## src/rtl/rv32i_pkg.sv

```systemverilog
// Shared types for the rv32i memory subsystem: RAM operation codes,
// arbiter port identifiers and the RAM arbiter state encoding.
package rv32i;

    // Operation presented to the single-port word RAM.
    typedef enum logic [1:0] {
        MEM_NONE  = 2'd0,
        MEM_LOAD  = 2'd1,
        MEM_STORE = 2'd2
    } mem_op_e;

    // Requester identity; also the bit index of that requester in req/gnt vectors.
    typedef enum logic {
        PORT_I = 1'b0,
        PORT_D = 1'b1
    } port_e;

    // Arbiter FSM encoding, kept as plain constants for legacy tools.
    typedef logic [1:0] arb_state_e;

    localparam arb_state_e IDLE  = 2'd0;
    localparam arb_state_e I_RSP = 2'd1;
    localparam arb_state_e D_RSP = 2'd2;
    localparam arb_state_e D_WR  = 2'd3;

endpackage

```

## src/rtl/ram_arbiter_rr_arb2.sv

```systemverilog
// Two-way round-robin arbiter. When both requesters are active the one
// that was not granted last wins; a lone requester is always granted.
module rr_arb2
    import rv32i::*;
(
    input  logic       clk,
    input  logic       rst_n,
    input  logic       en,
    input  logic [1:0] req,
    output logic [1:0] gnt
);

    port_e last_q;

    // Pick the winner for this cycle from the request pattern and history.
    always_comb begin
        // NOTE: every output gets a default before the case so no latch is inferred.
        gnt = 2'b00;
        if (en) begin
            case (req)
                2'b01:   gnt = 2'b01;
                2'b10:   gnt = 2'b10;
                2'b11:   gnt = (last_q == PORT_I) ? 2'b10 : 2'b01;
                default: gnt = 2'b00;
            endcase
        end
    end

    // Remember which port won last; starts at I so D wins the first conflict.
    always_ff @(posedge clk or negedge rst_n) begin
        // NOTE: sequential state is updated with non-blocking assignments only.
        if (!rst_n) begin
            last_q <= PORT_I;
        end else if (gnt[PORT_I]) begin
            last_q <= PORT_I;
        end else if (gnt[PORT_D]) begin
            last_q <= PORT_D;
        end
    end

endmodule

```

## src/rtl/ram_arbiter.sv

```systemverilog
// Shares one registered-address word RAM between instruction fetch (I) and
// load/store (D). Reads return one cycle after grant; stores take an address
// cycle followed by a write cycle, merging sub-word lanes with the old word.
// A new request may be granted in every state, so reads stream at 1 word/cycle.
module ram_arbiter
    import rv32i::*;
#(
    parameter int ADDR_W = 12
) (
    input  logic        clk,
    input  logic        rst_n,

    input  logic        i_req,
    input  logic [31:0] i_addr,
    output logic        i_gnt,
    output logic        i_rvalid,
    output logic [31:0] i_rdata,

    input  logic        d_req,
    input  logic        d_we,
    input  logic [31:0] d_addr,
    input  logic [31:0] d_wdata,
    input  logic [3:0]  d_wstrb,
    output logic        d_gnt,
    output logic        d_rvalid,
    output logic [31:0] d_rdata,
    output logic        d_wack,

    output logic [31:0] ram_addr,
    output logic [31:0] ram_wdata,
    output mem_op_e     ram_mem_op,
    input  logic [31:0] ram_rdata
);

    arb_state_e  state_q;
    arb_state_e  state_d;
    logic [31:0] wdata_q;
    logic [3:0]  wstrb_q;
    logic [1:0]  gnt;
    logic [31:0] sel_addr;
    logic        unused_addr_bits;

    // Grants are masked while reset is asserted so every output reads 0 at once.
    rr_arb2 u_rr_arb2 (
        .clk   (clk),
        .rst_n (rst_n),
        .en    (rst_n),
        .req   ({d_req, i_req}),
        .gnt   (gnt)
    );

    assign i_gnt = gnt[PORT_I];
    assign d_gnt = gnt[PORT_D];

    // The granted address goes straight to the RAM, which latches it at the edge.
    assign sel_addr = d_gnt ? d_addr : (i_gnt ? i_addr : 32'd0);

    // Only the word index inside the decoded window reaches the RAM; upper bits alias.
    assign ram_addr = {{(32 - ADDR_W){1'b0}}, sel_addr[ADDR_W-1:2], 2'b00};

    assign unused_addr_bits = ^{sel_addr[31:ADDR_W], sel_addr[1:0]};

    // Next state follows whatever is granted this cycle, from any state.
    always_comb begin
        state_d = IDLE;
        if (d_gnt) begin
            state_d = d_we ? D_WR : D_RSP;
        end else if (i_gnt) begin
            state_d = I_RSP;
        end
    end

    // Response-phase outputs, including the byte-lane merge for stores.
    always_comb begin
        i_rvalid   = 1'b0;
        i_rdata    = 32'd0;
        d_rvalid   = 1'b0;
        d_rdata    = 32'd0;
        d_wack     = 1'b0;
        ram_wdata  = 32'd0;
        ram_mem_op = MEM_NONE;
        case (state_q)
            I_RSP: begin
                i_rvalid = 1'b1;
                i_rdata  = ram_rdata;
            end
            D_RSP: begin
                d_rvalid = 1'b1;
                d_rdata  = ram_rdata;
            end
            D_WR: begin
                // ram_rdata holds the old word at the store index, read in the address cycle.
                for (int b = 0; b < 4; b++) begin
                    ram_wdata[8*b +: 8] = wstrb_q[b] ? wdata_q[8*b +: 8] : ram_rdata[8*b +: 8];
                end
                // An all-zero strobe commits nothing but is still acknowledged.
                ram_mem_op = (wstrb_q != 4'b0000) ? MEM_STORE : MEM_NONE;
                d_wack     = 1'b1;
            end
            default: begin
            end
        endcase
    end

    // FSM state and captured store fields; the requester may change them after grant.
    always_ff @(posedge clk or negedge rst_n) begin
        if (!rst_n) begin
            state_q <= IDLE;
            wdata_q <= 32'd0;
            wstrb_q <= 4'b0000;
        end else begin
            state_q <= state_d;
            if (d_gnt) begin
                wdata_q <= d_wdata;
                wstrb_q <= d_wstrb;
            end
        end
    end

endmodule

```

## config.mk

```make
export PLATFORM = sky130hd
export DESIGN_NAME = ram_arbiter
export DESIGN_NICKNAME = d
export VERILOG_FILES = /design/src/rtl/rv32i_pkg.sv /design/src/rtl/ram_arbiter_rr_arb2.sv /design/src/rtl/ram_arbiter.sv
export SDC_FILE = /design/constraint.sdc
export NUM_CORES = 1
export LEC_CHECK = 0
export BUFFER_PORTS_ARGS = -buffer_cell sky130_fd_sc_hd__buf_2
export CAP_MARGIN = 20
export CORE_AREA = 2 2 105 107
export CTS_BUF_LIST = sky130_fd_sc_hd__clkbuf_4
export CTS_CLUSTER_SIZE = 30
export DETAILED_ROUTE_END_ITERATION = 12
export DIE_AREA = 0 0 107 109
export HOLD_SLACK_MARGIN = 0.08
export SLEW_MARGIN = 20
export SYNTH_ARGS = -nofsm -noshare
export SYNTH_HDL_FRONTEND = slang
export SYNTH_HIERARCHICAL = 1
export SYNTH_SLANG_ARGS = --single-unit
```

## constraint.sdc

```tcl
create_clock -name clk -period 1.7 [get_ports clk]
set_input_delay 0.34 -clock clk [delete_from_list [all_inputs] [get_ports clk]]
set_output_delay 0.34 -clock clk [all_outputs]
set_load 0.01 [all_outputs]
```

---- After elaboration in Yosys (flattened, before gate mapping) ----
Cells that the tools add are included.
word-level totals
  register bits ........................... 39
  input port bits ......................... 137
  output and inout bits ................... 135
  word-level logic and storage cells ...... 34
operators by class
  eq/ne operators ......................... 6
  multiplexer cells ....................... 22
  reduce and logical (&&, ||, !) cells .... 2
operators by type and width
  operator                                                                count
  32-bit two-way mux                                                      3
  8-bit two-way mux                                                       4
  12-bit two-way mux                                                      2
  2-bit two-way mux                                                       5
  2-bit equality test (second input constant)                             4
  1-bit two-way mux                                                       7
  2-bit case mux with 3 select lines                                      1
  2-bit by 1-bit equality test with 1-bit output (second input constant)  2
  4-bit nonzero test                                                      1
  2-bit nonzero test                                                      1

---- Depth between registers and ports, before layout ----
  depth in word-level cells ............... 5
  gate-level depth with buffers ........... 5
  depth with buffers taken out ............ 4

---- Modules after synthesis ----
The synthesis kept the hierarchy.
modules (own cells, without submodules)
  module       instances  cells an instance  area an instance (um2)  seq. area each (um2)
  ram_arbiter  1          263                2706.3                  950.9
  rr_arb2      1          8                  61.3                    25.0

---- Worst setup path after synthesis ----
OpenSTA, ideal clock, no wires.
  kind .................................... input to output
  start ................................... in rst_n
  end ..................................... out ram_addr[11]
  arrival time ............................ 1334 ps
  data required time ...................... 1360 ps
  path slack .............................. 26 ps
  stages .................................. 5
  path buffers ............................ 2
  path through ............................ nand2_1 -> a21oi_1 -> buf_6 -> buf_8 -> a22o_1
on the way
  elaborated cells between the ends (all ways) .. 3
  classes of those cells .................. 3 x mux
RTL lines
  item                line                       RTL
  start: declaration  ram_arbiter.sv:11          input logic rst_n,
  2-bit two-way mux   ram_arbiter_rr_arb2.sv:19  if (en) begin
  via d_gnt           ram_arbiter.sv:24          output logic d_gnt,
  12-bit two-way mux  ram_arbiter.sv:56          assign sel_addr = d_gnt ? d_addr : (i_gnt ? i_addr : 32'd0);
  end: declaration    ram_arbiter.sv:29          output logic [31:0] ram_addr,
The timed path passes the listed nets, and every way through them passes these cells.

---- Final worst setup path ----
  start ................................... reg u_rr_arb2.last_q
  end ..................................... out ram_addr[7]
on the way
  word-level cells in the longest chain between the ends .. 5
RTL lines
  item                                  line                       RTL
  start: declaration                    ram_arbiter_rr_arb2.sv:13  port_e last_q;
  start signal: assignment              ram_arbiter_rr_arb2.sv:33  last_q <= PORT_I;
  start signal: assignment              ram_arbiter_rr_arb2.sv:35  last_q <= PORT_I;
  start signal: assignment              ram_arbiter_rr_arb2.sv:37  last_q <= PORT_D;
  2-bit two-way mux *                   ram_arbiter_rr_arb2.sv:23  2'b11: gnt = (last_q == PORT_I) ? 2'b10 : 2'b01;
  2-bit case mux with 3 select lines *  ram_arbiter_rr_arb2.sv:20  case (req)
  2-bit two-way mux *                   ram_arbiter_rr_arb2.sv:19
  12-bit two-way mux                    ram_arbiter.sv:56
  12-bit two-way mux *                  ram_arbiter.sv:56
Mark *: on every way between the ends. The rest lies on a longest branch, timed or not.

==> results.yml <==
run_status:
  status: "finished with violations"
  violations: "setup timing"
sta:
  timing.final.ws_setup_ns: -0.2395
  rsz0062_at_grt: "yes"
  skew_ns: 0.01073
  whs_ns: 0.1964
  period_needed_ns: 1.939
  slew_viol_final: 0
  min_period_over_period_pct: 114.1
  setup_violations: 111
  final_hold_viol_count: 0
  max_freq_mhz: 515.6
clock_network:
  insertion_delay_ns: 0.35
  cts_buffers: 5
  cts_tree: "built"
  h-tree-depth: 2
  cts_root_buffer: "clkbuf_4"
  cts.sinks: 39
  path_clk_slew_ns: 0.13
  cts_max_path_buffers: 2
power_and_ir_drop:
  ir_drop_uv: 331.3
  power_density_nw_per_um2: 670.5
  leakage_nw: 2.778
floorplan:
  die_h_um: 109
  ios: 272
  die_w_um: 107
  core_um2: 10600
  die-area_um2: 11660
  initial_core_util_pct: 26.10
  row_count: 38
final_layout:
  drive_above_1_share_pct: 80.16
  layout_commonest_cell: "buf_2"
  diodes: 0
  area_growth_pct: 103.8
  final_nets: 650
  most-common-layout-cells: "buf_2, buf_6, and2_4"
min_path:
  hold_path.class: "in2reg"
  holdPathStages: 2
critical_path:
  cp-start-kind: "flop"
  critPathRequiredTime_ns: 1.36
  cp_max_fo: 6
  r2r_cells: 7
  end_kind: "primary output"
  crit_type: "reg2out"
  crit_arrival_ns: 1.60
placed_design:
  place_congestion: 0.7405
  dpl_worst_slack_ns: 0.002997
  dp_hpwl_um: 6237
  io_buffers: 204
synth:
  ys_seq_area_share_pct: 35.26
  syn_area_um2: 2768
  syn-mean-instance-area_um2: 10.21
  synth_seq_cells: 39
  syn_inst: 271
  yosys_warnings: 6
  ys_types: 22
detailed_routing:
  viasPerCell: 4.486
  wire_per_inst_um: 17.77
  detail-route-antenna-nets: 0
  drc: 0
  drt-initial-drc-count: 81
  drt_first_pass_iters: 4
  wl_um: 11620
  vias: 2934
global_routing:
  grt_pass1_vias: 2616
  grt_start_max_net_pins: 27
  gr-total-overflow: 0
  antenna_found_initial: 0
  grtUsageTotal_pct: 15.55
  grt_pass1_wl_um: 13800
flow_run:
  maxCapViolCount: 0
==> report_power, final <==
group / switching (W) / total [W] / leakage [nW] / internal, W
registers: 0.000165 / 0.00130 / 0.454 / 0.00114
logic: 0.000824 / 0.00197 / 2.29 / 0.00115
clock network: 0.000317 / 0.000511 / 0.0361 / 0.000194
==> worst max-delay path: stages (launching register included) <==
cell,delay (ns)
dfrtp_1,0.43
buf_6,0.13
a21oi_4,0.14
buf_6,0.15
nor2b_4,0.06
a22o_1,0.21
buf_2,0.14
==> layout make-up <==
type / instances / area (um^2)
repair buffers: 254 / 2273
inverters: 2 / 10.01
well taps: 140 / 175.2
clock buffers: 7 / 52.55
flip-flops and latches: 39 / 982.2
fillers: 905 / 4964
clock inverters: 1 / 5.005
multi-input cells: 211 / 2141
==> path summary, 6_finish.rpt <==
kind                       slack [ns]     endpoint        startpoint
setup / recovery                -0.24  ram_addr[7]  u_rr_arb2/last_q
setup reg to reg                 0.06  wdata_q[25]  u_rr_arb2/last_q
min in group asynchronous        0.35  wdata_q[22]             rst_n
hold reg to reg                  0.52   wdata_q[5]        wdata_q[5]
hold / removal                   0.20   state_q[0]              d_we
max in group asynchronous        0.78   wstrb_q[0]             rst_n
==> stage by stage <==
stage | utilization (%) | instance area, um^2 | power [W] | std cells | TNS, ns
detailed placement | 36.54 | 3874 | 0.002391 | 607 | 0
floorplan | - | 2850 | 0.002037 | 293 | 0
CTS | 42.13 | 4467 | 0.003231 | 644 | -9.823
global route | 53.19 | 5639 | 0.003985 | 654 | -19.69
global placement | 36.54 | 3874 | 0.002365 | 607 | 0
finish | 53.19 | 5639 | 0.003781 | 654 | -11.39
==> cells in the mapped netlist <==
| cell type | number | area, um^2 |
|---|---|---|
| a21o_1 | 1 | 7.510 |
| a21oi_1 | 2 | 10.01 |
| a21oi_2 | 1 | 8.760 |
| a22o_1 | 10 | 87.58 |
| and2_1 | 64 | 400.4 |
| and2b_1 | 1 | 7.510 |
| and3_1 | 1 | 6.260 |
| buf_2 | 14 | 70.07 |
| buf_4 | 25 | 187.7 |
| buf_6 | 1 | 11.26 |
| buf_8 | 2 | 30.03 |
| conb_1 | 1 | 3.750 |
| dfrtp_1 | 39 | 975.9 |
| inv_1 | 2 | 7.510 |
| mux2_2 | 17 | 191.4 |
| mux2_4 | 19 | 285.3 |
| mux2i_1 | 32 | 320.3 |
| nand2_1 | 3 | 11.26 |
| nor2_1 | 33 | 123.9 |
| nor2b_1 | 1 | 6.260 |
| nor2b_2 | 1 | 8.760 |
| nor4_1 | 1 | 6.260 |
==> flip-flops by register name, indices dropped and copies added, names as in the netlist <==
signal	flops
state_q	2
u_rr_arb2/last_q	1
wdata_q	32
wstrb_q	4
==> what timing repair did <==
item	CTS	global route
gates cloned	9	7
pin swaps	27	56
endpoints found under the hold margin	39	0
buffers inserted	20	6
hold buffers	1	0
endpoints found under the setup margin	108	136
resized for setup	69	220
==> kinds of logic (layout without fill, tap and decap cells) <==
family	after synthesis	after routing	synth area share, %
other cells	1	23	0.1355
simple gates	105	106	20.62
compound gates	14	14	4.114
buf+inv	44	264	11.08
mux	68	68	28.80
flops	39	39	35.26
==> layer usage <==
layer | track usage [%] | vias up | share of wire (%)
met5 | 0 | - | 0
met3 | 2.989 | 5 | 5.5
met1 | 19.32 | 1435 | 40
li1 | - | 1345 | -
met2 | 28.03 | 149 | 54
met4 | 3.340 | 0 | 0.44
(Power assumes the default switching activity.)
